$ cat src/rtl/case_mux_pkg.sv
// Shared definitions for the case_mux_scan block: mode encoding and the select range rule.
package case_mux_pkg;

  localparam logic MODE_MANUAL = 1'b0;
  localparam logic MODE_SCAN   = 1'b1;

  // A select code addresses a real channel only when it is below the channel count.
  function automatic logic in_range(input int unsigned sel, input int unsigned n);
    return sel < n;
  endfunction

endpackage

$ cat src/rtl/case_mux_scan_if.sv
// Host-side bundle of the case_mux_scan block; sel_err exists only with CASE_MUX_SCAN_ERR_EN.
interface case_mux_scan_if #(
  parameter int N_IN = 3,
  parameter int DW   = 1,
  parameter int SELW = 2
);

  logic                 mode;
  logic                 sel_wr;
  logic [SELW-1:0]      sel_in;
  logic [N_IN*DW-1:0]   din;
  logic [DW-1:0]        x;
  logic [DW-1:0]        y;
  logic [SELW-1:0]      sel_q;
  logic                 out_valid;
`ifdef CASE_MUX_SCAN_ERR_EN
  logic                 sel_err;

  modport master (output mode, sel_wr, sel_in, din,
                  input  x, y, sel_q, out_valid, sel_err);
  modport slave  (input  mode, sel_wr, sel_in, din,
                  output x, y, sel_q, out_valid, sel_err);
`else
  modport master (output mode, sel_wr, sel_in, din,
                  input  x, y, sel_q, out_valid);
  modport slave  (input  mode, sel_wr, sel_in, din,
                  output x, y, sel_q, out_valid);
`endif

endinterface

$ cat src/rtl/case_mux_scan_ctr.sv
// Select source: host-loaded register in manual mode, divided wrapping counter in scan mode.
module case_mux_scan_ctr
  import case_mux_pkg::*;
#(
  parameter int SELW     = 2,
  parameter int SCAN_DIV = 4
) (
  input  logic            clk,
  input  logic            reset_n,
  input  logic            mode,
  input  logic            sel_wr,
  input  logic [SELW-1:0] sel_in,
  output logic [SELW-1:0] sel_q,
  output logic            upd
);

  localparam int              DIVW     = (SCAN_DIV > 1) ? $clog2(SCAN_DIV) : 1;
  localparam logic [DIVW-1:0] DIV_LAST = DIVW'(SCAN_DIV - 1);

  logic [DIVW-1:0] div_q;

  always_ff @(posedge clk or negedge reset_n) begin
    if (!reset_n) begin
      div_q <= '0;
      sel_q <= '0;
      upd   <= 1'b0;
    end else begin
      // NOTE: state uses non-blocking assignment so every flop samples pre-edge values;
      // the default below is overridden later in the same block by any load or step.
      upd <= 1'b0;
      if (mode == MODE_MANUAL) begin
        div_q <= '0;
        if (sel_wr) begin
          sel_q <= sel_in;
          upd   <= 1'b1;
        end
      end else if (div_q == DIV_LAST) begin
        div_q <= '0;
        sel_q <= sel_q + 1'b1;  // wraps modulo 2**SELW, visiting unused codes too
        upd   <= 1'b1;
      end else begin
        div_q <= div_q + 1'b1;
      end
    end
  end

endmodule

$ cat src/rtl/case_mux_scan.sv
// Registered N-input case-mux with full-case (x) and hold (y) outputs.
// Optional sticky out-of-range flag sel_err under CASE_MUX_SCAN_ERR_EN.
module case_mux_scan
  import case_mux_pkg::*;
#(
  parameter int             N_IN      = 3,
  parameter int             DW        = 1,
  parameter int             SELW      = 2,
  parameter int             SCAN_DIV  = 4,
  parameter logic [DW-1:0]  X_DEFAULT = '0
) (
  input  logic             clk,
  input  logic             reset_n,
  case_mux_scan_if.slave   bus
);

  logic [SELW-1:0] sel_q;
  logic            upd;
  logic            sel_ok;
  logic [DW-1:0]   sel_data;

  case_mux_scan_ctr #(
    .SELW     (SELW),
    .SCAN_DIV (SCAN_DIV)
  ) u_ctr (
    .clk     (clk),
    .reset_n (reset_n),
    .mode    (bus.mode),
    .sel_wr  (bus.sel_wr),
    .sel_in  (bus.sel_in),
    .sel_q   (sel_q),
    .upd     (upd)
  );

  assign bus.sel_q = sel_q;
  assign sel_ok    = in_range(32'(sel_q), 32'(N_IN));

  always_comb begin
    // NOTE: the default assignment makes the decode full-case, so no latch is inferred.
    sel_data = X_DEFAULT;
    for (int k = 0; k < N_IN; k++) begin
      if (sel_q == SELW'(k)) sel_data = bus.din[k*DW +: DW];
    end
  end

  always_ff @(posedge clk or negedge reset_n) begin
    if (!reset_n) begin
      bus.x         <= '0;
      bus.y         <= '0;
      bus.out_valid <= 1'b0;
    end else begin
      bus.x         <= sel_data;
      bus.out_valid <= upd;
      if (sel_ok) bus.y <= sel_data;  // explicit hold flop instead of a partial case
    end
  end

`ifdef CASE_MUX_SCAN_ERR_EN
  always_ff @(posedge clk or negedge reset_n) begin
    if (!reset_n) begin
      bus.sel_err <= 1'b0;
    end else if (bus.mode == MODE_MANUAL && bus.sel_wr &&
                 in_range(32'(bus.sel_in), 32'(N_IN))) begin
      bus.sel_err <= 1'b0;
    end else if (!sel_ok) begin
      bus.sel_err <= 1'b1;
    end
  end
`endif

endmodule
$ cat src/flat_wrapper.sv
// flat-port wrapper written by rule: the top's interface ports become plain ports
module case_mux_scan_flat import case_mux_pkg::*;
#(
  parameter int             N_IN      = 3,
  parameter int             DW        = 1,
  parameter int             SELW      = 2,
  parameter int             SCAN_DIV  = 4,
  parameter logic [DW-1:0]  X_DEFAULT = '0
)
  (clk, reset_n, bus_mode, bus_sel_wr, bus_sel_in, bus_din, bus_x, bus_y, bus_sel_q, bus_out_valid);
  case_mux_scan_if #(.N_IN(N_IN), .DW(DW), .SELW(SELW)) bus_i ();
  input  logic clk;
  input  logic reset_n;
  input wire logic [$bits(bus_i.mode)-1:0] bus_mode;
  input wire logic [$bits(bus_i.sel_wr)-1:0] bus_sel_wr;
  input wire logic [$bits(bus_i.sel_in)-1:0] bus_sel_in;
  input wire logic [$bits(bus_i.din)-1:0] bus_din;
  output wire logic [$bits(bus_i.x)-1:0] bus_x;
  output wire logic [$bits(bus_i.y)-1:0] bus_y;
  output wire logic [$bits(bus_i.sel_q)-1:0] bus_sel_q;
  output wire logic [$bits(bus_i.out_valid)-1:0] bus_out_valid;
  assign bus_i.mode = bus_mode;
  assign bus_i.sel_wr = bus_sel_wr;
  assign bus_i.sel_in = bus_sel_in;
  assign bus_i.din = bus_din;
  assign bus_x = bus_i.x;
  assign bus_y = bus_i.y;
  assign bus_sel_q = bus_i.sel_q;
  assign bus_out_valid = bus_i.out_valid;
  case_mux_scan #(.N_IN(N_IN), .DW(DW), .SELW(SELW), .SCAN_DIV(SCAN_DIV), .X_DEFAULT(X_DEFAULT)) u_core (.clk(clk), .reset_n(reset_n), .bus(bus_i));
endmodule
$ cat config.mk
export PLATFORM = sky130hd
export DESIGN_NAME = case_mux_scan_flat
export DESIGN_NICKNAME = d
export VERILOG_FILES = /design/src/rtl/case_mux_pkg.sv /design/src/rtl/case_mux_scan_if.sv /design/src/rtl/case_mux_scan_ctr.sv /design/src/rtl/case_mux_scan.sv /design/src/flat_wrapper.sv
export SDC_FILE = /design/constraint.sdc
export NUM_CORES = 1
export LEC_CHECK = 0
export ABC_AREA = 1
export BUFFER_PORTS_ARGS = -buffer_cell sky130_fd_sc_hd__buf_2
export CAP_MARGIN = 5
export CORE_UTILIZATION = 25
export CTS_BUF_LIST = sky130_fd_sc_hd__clkbuf_4 sky130_fd_sc_hd__clkbuf_8
export CTS_CLUSTER_SIZE = 10
export DETAILED_ROUTE_END_ITERATION = 6
export PLACE_DENSITY = 0.53
export SETUP_SLACK_MARGIN = 0.05
export SLEW_MARGIN = 10
export SYNTH_ARGS = -nofsm -noshare
export SYNTH_HDL_FRONTEND = slang
export SYNTH_SLANG_ARGS = --single-unit
$ cat constraint.sdc
create_clock -name clk -period 1.2 [get_ports clk]
set_input_delay 0.12 -clock clk [delete_from_list [all_inputs] [get_ports clk]]
set_output_delay 0.12 -clock clk [all_outputs]
set_load 0.02 [all_outputs]
# After elaboration in Yosys (flattened, before gate mapping)
# Cells that the tools add are included.
# totals
reg_bits,8
latchBits,0
mem_bits_rw,0
rom_bits,0
input_bits,9
out_inout_bits,5
elab_cells,27
mem_count,0
# classes
n_addsub,2
n_mul,0
div,0
n_lt_le_gt_ge,1
eq_ne,4
n_shift,0
muxes,11
bitwise_logic,0
reduce_logical,3
# ops
operator,count
2-bit 2-to-1 mux,5
1-bit 2-to-1 mux,6
2-bit by 1-bit adder with 2-bit output (second input constant),2
2-bit equality test (second input constant),2
2-bit by 1-bit equality test with 1-bit output (second input constant),1
2-bit logical NOT,1
2-bit < comparator (second input constant),1
2-bit by 1-bit inequality test with 1-bit output (second input constant),1
2-bit AND reduction,1
2-bit nonzero test,1

# Longest topological paths before layout
# Gate-level depths: netlist (run 1).
# logic_depth
word_depth,4
depth_mapped,8
mapped_depth_nobuf,8

# Modules after synthesis
# Synthesis (run 1) repeated with hierarchy kept, for this count alone.
# hier_totals
hier_cells,46
area_unflattened_um2,379.1
# modules_own_cells
module,n_inst,cells_per_inst,area_each_um2,seq_area_each_um2
case_mux_scan_ctr,1,32,250.2,125.1
case_mux_scan,1,14,128.9,75.1

# Worst setup path before layout (run 1)
# OpenSTA, ideal clock, no wires.
# synth_path
path_kind,flip-flop to flip-flop
from,reg u_core.u_ctr.sel_q[0]
to,reg u_core.u_ctr.sel_q[1]
setup_time_ns,0.122
t_arrival_ns,1.115
t_required_ns,1.078
setup_slack_ns,-0.037
path_stages_with_launch,5
path_buffers,0
synth_period_minus_slack_ns,1.237
path_cell_list,dfrtp_1 inv_1 ha_1 o211ai_2 o21ai_2
# synth_via
elab_chain_cells,3
# synth_rtl
item,line,source
from (decl),case_mux_scan_ctr.sv:13,"output logic [SELW-1:0] sel_q,"
from (signal assigned),case_mux_scan_ctr.sv:34,sel_q <= sel_in;
from (signal assigned),case_mux_scan_ctr.sv:39,sel_q <= sel_q + 1'b1;
2-bit by 1-bit adder with 2-bit output,case_mux_scan_ctr.sv:39,
2-bit 2-to-1 mux,case_mux_scan_ctr.sv:37,end else if (div_q == DIV_LAST) begin
2-bit 2-to-1 mux,case_mux_scan_ctr.sv:31,if (mode == MODE_MANUAL) begin
# Every way passes these cells. The select of a mux whose other input is x is not followed.
# A chain may end at the register's enable or synchronous reset.

# Worst setup path after layout (run 1)
# layout_path
from,reg u_core.u_ctr.sel_q[1]
to,out bus_sel_q[1]
# layout_lines
item,line,source
to (decl),flat_wrapper.sv:20,output wire logic [$bits(bus_i.sel_q)-1:0] bus_sel_q;
# No word-level cell between the ends.

==> qor.csv, run 1 <==
metric;value;unit
finalCriticalPeriod;1.09;ns
synth.distinct_cells;13;
die_y;42.3;um
outcome;finished clean;
grt_pass1_wl;1100;um
post-route-drc-count;0;
synthToLayoutAreaGrowth;42.5;%
fp.dieW;42.3;um
path_clk_slew;0.05;ns
grt_pass1_vias;260;
io_pins;14;
finalPower;0.000907;W
grtUsageTotal;9.40;%
fin_crit_sh;90.5;%
cts_root_buffer;clkbuf_4;
wl;708;um
overflow;0;
power_leakage;0.309;nW
hpwl;498;um
cts.path.max_buffers;2;
diodes;0;
max_freq;921;MHz
post_synth_instance_area;407;um2
hp-class;input pin to register;
powerDensity;1570;nW/um2
worst_ep_arrival_time;0.97;ns
coreArea;1510;um2
drtIter0Drc;1;
cap_violations;0;
tightest_slew;0.177;ns
rows;14;
first_pass_iters;2;
die_area;1790;um2
clock-skew-final;0.00102;ns
yosys_warnings;0;
drt-wirelength-per-cell;9.08;um
viasPerCell;4.03;
tns;0;ns
crit_path_end_kind;primary output;
nets;78;
syn_inst;42;
cts-buffers-inserted;3;
setup_viol;0;
relSlewSlack;88.0;%
hold_viol;0;
port_buffers;13;
ys_ff_latch;8;
antenna_found_initial;0;
crit_required;1.08;ns
vias;314;
rsz0062_at_grt;yes;
final_layout_size_suffix_gt1_share;51.6;%
start_util;27.0;%
startpoint_type;register;
cts_tree;yes;
yosysSeqAreaShare;49.2;%
synth_nets;56;
finalMaxSlewViolations;0;
grt_max_degree;9;
vdd_drop_max;0.613;mV
htree_num_levels;1;
clock_insertion_delay_worst_skew;0.26;ns
cp_max_fo;3;
ant_nets;0;
avgSynthCellArea;9.68;um2
critical_path_class;register to primary output;
gp_congestion;0.684;
cts_sinks;8;
==> cell usage in the layout (no fill, tap or decap) <==
master,count
nand2_2,1
nand2_4,1
buf_2,13
clkbuf_4,3
nor3_1,1
ha_1,2
nand3_1,1
o21ai_2,2
dlygate4sd3_1,1
inv_4,1
o211ai_2,1
dfrtp_2,2
dfrtp_1,6
o21ai_0,1
inv_1,5
ha_2,1
buf_4,3
or2_1,1
inv_2,2
ha_4,2
nand2_1,12
==> layer usage <==
layer  global-route usage, %  routed length, um
met1                    10.0                300
met2                    11.7                327
met3                    7.76                 60
met4                    7.50                 20
met5                       0                  0
==> worst paths after layout <==
kind	startpoint	end	slack, ns	depth (start not counted)
max	u_core.u_ctr.sel_q[1]	bus_sel_q[1]	0.11	2
min	bus_din[2]	u_core.bus.x	0.07	3
max reg2reg	u_core.u_ctr.sel_q[0]	u_core.bus.y	0.13	7
min reg2reg	u_core.u_ctr.upd	u_core.bus.out_valid	0.35	0
max in group asynchronous	reset_n	u_core.u_ctr.sel_q[0]	0.79	2
min in group asynchronous	reset_n	u_core.u_ctr.upd	0.23	2
==> synthesized netlist by cell type, drive strengths merged <==
cell,number,share of area [%]
nor3,1,1.2
o211ai,1,3.1
o21ai,3,5.5
nand3,1,1.2
ha,5,15
inv,8,7.4
or2,1,1.5
nand2,14,15
dfrtp,8,49
==> flip-flops by register name, indices dropped and copies added, names as in the netlist <==
| signal | count |
|---|---|
| u_core.bus.y | 1 |
| u_core.u_ctr.div_q | 2 |
| u_core.u_ctr.sel_q | 2 |
| u_core.bus.out_valid | 1 |
| u_core.bus.x | 1 |
| u_core.u_ctr.upd | 1 |
==> layout make-up <==
class	instances	area (um2)
flip-flops and latches	8	203
well taps	16	20.0
clock buffers	3	22.5
multi-input cells	26	204
inverters	8	32.5
fillers	153	927
repair buffers	17	97.6
==> where the power goes <==
part / switching (W) / internal, W / leakage [nW]
registers: 0.0000308 / 0.000328 / 0.0985
logic: 0.000192 / 0.000146 / 0.197
clock network: 0.0000964 / 0.000115 / 0.0138
==> worst max-delay path: stages (launching register included) <==
cell and delay [ns]:
dfrtp_2 0.40, buf_4 0.15, buf_2 0.15
==> stage by stage <==
step	setup slack, ns	hold WS [ns]	std cells	util (%)	cell area (um2)
3_3_place_gp	0.0862	-0.0286	71	32.8	494
6_report	0.114	0.0724	78	38.5	579
4_1_cts	0.0720	0.0805	75	35.0	527
3_5_place_dp	0.0809	-0.0282	71	32.8	494
2_1_floorplan	0.0759	-0.176	42	-	409
5_1_grt	0.0368	0.0787	78	38.5	579
==> cells by family after synthesis <==
family / after synthesis / share of synthesized area, %
simple gates: 17 / 19.4
buf+inv: 8 / 7.38
flops: 8 / 49.2
fa+ha+maj: 5 / 15.4
compound gates: 4 / 8.61
==> repair_timing <==
action	in CTS	in global routing
hold buffers	1	0
endpoints found under the hold margin	8	0
resized for setup	0	7
setup endpoints to repair	0	2
setup buffers	0	3
Note: power is estimated with default switching activity, not from simulation.
==> inputs of run 2 (changes only) <==
- BUFFER_PORTS_ARGS: -buffer_cell sky130_fd_sc_hd__buf_2 -> -buffer_cell sky130_fd_sc_hd__buf_4
==> qor.csv, run 2 (same netlist as run 1, synthesis figures left out) <==
metric;value;unit;change
grt_max_degree;9;;unchanged
tns;0;ns;unchanged
powerDensity;1610;nW/um2;was 1570 nW/um2
diodes;0;;unchanged
grt_pass1_wl;1010;um;was 1100 um
nets;77;;was 78
port_buffers;13;;unchanged
drtIter0Drc;2;;was 1
critPathMaxStageDelay;0.44;ns;was 0.40 ns
drt-wirelength-per-cell;10.2;um;was 9.08 um
wl_met1;308;um;was 300 um
first_pass_iters;3;;was 2
clock-skew-final;0.00997;ns;was 0.00102 ns
die_y;42.3;um;unchanged
path_delay_family;flip-flops;;unchanged
setup_viol;0;;unchanged
final_layout_size_suffix_gt1_share;53.2;%;was 51.6%
power_leakage;0.321;nW;was 0.309 nW
tightest_slew;0.156;ns;was 0.177 ns
outcome;finished clean;;unchanged
hp-class;input pin to register;;unchanged
viasPerCell;4.21;;was 4.03
wl_met3;68;um;was 60 um
hold_viol;0;;unchanged
fp.dieW;42.3;um;unchanged
crit_required;1.35;ns;was 1.08 ns
htree_num_levels;1;;unchanged
cts_sinks;8;;unchanged
wl_met2;405;um;was 327 um
synthToLayoutAreaGrowth;54.2;%;was 42.5%
coreArea;1510;um2;unchanged
cts_tree;yes;;unchanged
io_pins;14;;unchanged
r2r_setup_slack;0.08;ns;was 0.13 ns
cts.path.max_buffers;2;;unchanged
path_cells;inv_4 -> ha_4 -> nand2_2 -> nand2_1 -> nand3_1 -> nand2_1 -> nand2_1 -> nand2_1;;was buf_4 -> buf_2
rows;14;;unchanged
post-route-drc-count;0;;unchanged
reg_top3;u_core.u_ctr.div_q x2, u_core.u_ctr.sel_q x2;;unchanged
overflow;0;;unchanged
cp_common_cell;nand2_1;;
rsz0062_at_grt;yes;;unchanged
ant_nets;0;;unchanged
final_cell_mix;15 x buf_4, 11 x nand2_1, 6 x dfrtp_1;;was 13 x buf_2, 12 x nand2_1, 6 x dfrtp_1
relSlewSlack;89.6;%;was 88.0%
top_layer_used;met4;;unchanged
antenna_found_initial;0;;unchanged
max_freq;896;MHz;was 921 MHz
start_util;27.0;%;unchanged
vias;328;;was 314
wl;794;um;was 708 um
die_area;1790;um2;unchanged
cts_root_buffer;clkbuf_4;;unchanged
fin_crit_sh;93.0;%;was 90.5%
path_buf_inv;1;;was 2
cp_max_fo;5;;was 3
grtUsageTotal;8.42;%;was 9.40%
crit_path_end_kind;register;;was primary output
clock_insertion_delay_worst_skew;0.27;ns;was 0.26 ns
grt_pass1_vias;244;;was 260
cts-buffers-inserted;3;;unchanged
finalMaxSlewViolations;0;;unchanged
hpwl;515;um;was 498 um
gp_congestion;0.684;;about the same
vdd_drop_max;0.735;mV;was 0.613 mV
fin_hold_ws;0.0683;ns;was 0.0724 ns
critical_path_class;register to register;;was register to primary output
path_clk_slew;0.06;ns;was 0.05 ns
finalCriticalPeriod;1.12;ns;was 1.09 ns
worst_ep_arrival_time;1.27;ns;was 0.97 ns
crit_slowest_cell;dfrtp_2;;unchanged
final_common_cell;buf_4;;was buf_2
cap_violations;0;;unchanged
startpoint_type;register;;unchanged
run 2: path summary, 6_finish.rpt:
path | from | to | depth (start not counted)
setup / recovery | u_core.u_ctr.sel_q[0] | u_core.bus.y | 8
hold / removal | bus_mode | u_core.u_ctr.div_q[1] | 3
setup reg to reg | u_core.u_ctr.sel_q[0] | u_core.bus.y | 8
hold reg to reg | u_core.u_ctr.upd | u_core.bus.out_valid | 0
max in group asynchronous | reset_n | u_core.u_ctr.sel_q[1] | 2
min in group asynchronous | reset_n | u_core.u_ctr.upd | 2
run 2: power breakdown:
group	internal, W	total (W)	leakage, nW	switching, W
combinational	0.000180	0.000375	0.204	0.000195
sequential	0.000328	0.000378	0.0985	0.0000499
clock	0.000151	0.000255	0.0184	0.000105
total	0.000658	0.00101	0.321	0.000349
run 2: layer usage:
layer  up-vias  global-route usage (%)
met5         -                       0
met2        10                    10.2
met4         0                    3.75
li1        167                       -
met1       148                    10.0
met3         3                    7.76
run 2: tightest hold or removal path, cell delays in order:
cell and delay, ns:
buf_4 0.10, nand2_1 0.04, inv_1 0.04
run 2: layout make-up:
class | instances | area (um2)
well taps | 16 | 20.0
clock buffers | 4 | 30.0
multi-input cells | 26 | 216
inverters | 8 | 35.0
fillers | 155 | 880
flip-flops and latches | 8 | 203
repair buffers | 16 | 123
run 2: timing repair:
action | 4_1_cts | 5_1_grt
resized for setup | 0 | 10
setup endpoints to repair | 0 | 2
setup buffers | 0 | 2
hold endpoints to repair | 8 | 0
hold buffers | 1 | 0
run 2: metrics by stage:
| step | setup WS [ns] | utilization, % | area, um2 | power, W | std cells |
|---|---|---|---|---|---|
| 6_report | 0.0835 | 41.6 | 627 | 0.00101 | 78 |
| 5_1_grt | 0.0331 | 41.6 | 627 | 0.00107 | 78 |
| 4_1_cts | 0.0528 | 37.6 | 567 | 0.000936 | 76 |
| 3_5_place_dp | 0.0743 | 35.0 | 527 | 0.000671 | 71 |
| 3_3_place_gp | 0.0568 | 35.0 | 527 | 0.000670 | 71 |
| 2_1_floorplan | 0.0759 | - | 409 | 0.000546 | 42 |
==> inputs of run 3 (changes only) <==
- CORE_MARGIN: unset -> 2
==> qor.csv, run 3 (same netlist as run 1, synthesis figures left out) <==
metric;value;unit;change
startpoint_type;register;;unchanged
r2r-start;u_core.u_ctr.sel_q[1];;was u_core.u_ctr.sel_q[0]
vias;339;;was 328
grt_pass1_vias;294;;was 244
worst_r2r_path_depth;7;;was 8
finalMaxSlewViolations;0;;unchanged
fin_crit_sh;94.5;%;was 93.0%
die_area;1970;um2;was 1790 um2
first_pass_iters;2;;was 3
finalCriticalPeriod;1.13;ns;was 1.12 ns
relSlewSlack;90.4;%;was 89.6%
antenna_found_initial;0;;unchanged
hp-class;input pin to register;;unchanged
vdd_drop_max;0.723;mV;was 0.735 mV
tightest_slew;0.142;ns;was 0.156 ns
htree_num_levels;1;;unchanged
io_pins;14;;unchanged
start_util;26.7;%;was 27.0%
critPathMaxStageDelay;0.46;ns;was 0.44 ns
cp_common_cell;buf_4;;was nand2_1
drt-wirelength-per-cell;10.0;um;was 10.2 um
r2r_setup_slack;0.10;ns;was 0.08 ns
setup_viol;0;;unchanged
final_cell_mix;17 x buf_4, 11 x nand2_1, 6 x dfrtp_1;;was 15 x buf_4, 11 x nand2_1, 6 x dfrtp_1
final_common_cell;buf_4;;unchanged
cts-buffers-inserted;3;;unchanged
path_buf_inv;2;;was 1
final_layout_size_suffix_gt1_share;55.4;%;was 53.2%
clockPowerShare;24.4;%;was 25.3%
path_cells;buf_4 -> buf_4;;was inv_4 -> ha_4 -> nand2_2 -> nand2_1 -> nand3_1 -> nand2_1 -> nand2_1 -> nand2_1
nets;80;;was 77
final-seq-area;203;um2;unchanged
port_buffers;13;;unchanged
power_leakage;0.338;nW;was 0.321 nW
critical_path_class;register to primary output;;was register to register
post-route-drc-count;0;;unchanged
cts_sinks;8;;unchanged
fin_cells;81;;was 78
gp_congestion;0.677;;was 0.684
dpl_worst_slack;0.0774;ns;was 0.0743 ns
rows;14;;unchanged
ant_nets;0;;unchanged
clock-skew-final;0.0128;ns;was 0.00997 ns
cap_violations;0;;unchanged
viasPerCell;4.19;;was 4.21
seqPwrFrac;35.4;%;was 37.5%
cts_root_buffer;clkbuf_4;;unchanged
p_switching;0.000351;W;was 0.000349 W
swShare;33.4;%;was 34.7%
cp_max_fo;5;;unchanged
worst_ep_arrival_time;1.01;ns;was 1.27 ns
overflow;0;;unchanged
grt_pass1_wl;1160;um;was 1010 um
powerDensity;1610;nW/um2;about the same
synthToLayoutAreaGrowth;60.3;%;was 54.2%
die_y;44.3;um;was 42.3 um
diodes;0;;unchanged
tns;0;ns;unchanged
coreArea;1520;um2;was 1510 um2
path_clk_slew;0.07;ns;was 0.06 ns
path_delay_family;flip-flops;;unchanged
cts.path.max_buffers;2;;unchanged
p_int;0.000699;W;was 0.000658 W
cts_tree;yes;;unchanged
reg_top3;u_core.u_ctr.div_q x2, u_core.u_ctr.sel_q x2;;unchanged
clock_insertion_delay_worst_skew;0.26;ns;was 0.27 ns
max_freq;882;MHz;was 896 MHz
grtUsageTotal;8.53;%;was 8.42%
crit_start;u_core.u_ctr.sel_q[0];;unchanged
fin_hold_ws;0.0670;ns;was 0.0683 ns
wl;814;um;was 794 um
rsz0062_at_grt;yes;;unchanged
finish.utilization;42.8;%;was 41.6%
crit_required;1.08;ns;was 1.35 ns
p_comb_share;40.2;%;was 37.2%
dp_cells;71;;unchanged
worstSetupEndpoint;bus_sel_q[0];;was u_core.bus.y
cp.depth;2;;was 8
multiInputGateArea;206;um2;was 216 um2
hold_viol;0;;unchanged
setup_slack;0.0658;ns;was 0.0835 ns
regToRegEndpoint;u_core.bus.y;;unchanged
fillers;154;;was 155
grt_max_degree;9;;unchanged
outcome;finished clean;;unchanged
drtIter0Drc;4;;was 2
crit_path_end_kind;primary output;;was register
crit_slowest_cell;dfrtp_2;;unchanged
fp.dieW;44.3;um;was 42.3 um
## run 3: cell count changes in the layout (fill, tap and decap cells not counted)
cell	change
ha_4	-1
buf_4	+2
buf_12	+1
ha_2	+1
## run 3: area by class of cell
class	instances	area share, %
Timing Repair Buffer	19	24.2
Multi-Input combinational cell	26	31.7
Clock buffer	4	4.61
Inverter	8	5.37
Sequential cell	8	31.1
Tap cell	16	3.07
## run 3: worst min-delay path, cell delays in order
cell and delay (ns):
buf_4 0.10, nand2_1 0.04, inv_1 0.04
## run 3: how the worst min path moves through the flow
stage          startpoint  depth (start not counted)  slack [ns]                     to
2_1_floorplan     reset_n                          0       -0.18   u_core.bus.out_valid
3_3_place_gp      reset_n                          1       -0.05   u_core.bus.out_valid
3_5_place_dp      reset_n                          1       -0.05   u_core.bus.out_valid
4_1_cts          bus_mode                          3        0.06  u_core.u_ctr.div_q[1]
5_1_grt          bus_mode                          3        0.09  u_core.u_ctr.div_q[1]
6_report         bus_mode                          3        0.07  u_core.u_ctr.div_q[1]
## run 3: power by group through the flow
stage | Sequential [W] | Clock, W | Combinational, W
floorplan | 0.000421 | 0 | 0.000125
global placement | 0.000369 | 0 | 0.000299
detailed placement | 0.000369 | 0 | 0.000304
CTS | 0.000365 | 0.000267 | 0.000307
global route | 0.000379 | 0.000276 | 0.000467
finish | 0.000372 | 0.000256 | 0.000422
## run 3: through the flow
step,instance area [um2],power [W]
floorplan,409,0.000546
global placement,527,0.000668
detailed placement,527,0.000674
CTS,567,0.000939
global route,652,0.00112
finish,652,0.00105
## run 3: timing repair
item / 4_1_cts / 5_1_grt
resized for setup: 0 / 9
hold buffers: 1 / 0
hold endpoints to repair: 8 / 0
buffers inserted: 0 / 5
setup endpoints to repair: 0 / 2
## run 3: metal layers
| layer | share of wire (%) | global-route usage, % | routed length, um | vias to the layer above |
|---|---|---|---|---|
| met2 | 51 | 12.9 | 417 | 12 |
| met5 | 0 | 0 | 0 | - |
| met1 | 40 | 9.77 | 325 | 151 |
| met4 | 0 | 1.82 | 0 | 0 |
| li1 | - | - | - | 176 |
| met3 | 8.7 | 6.12 | 71 | 0 |
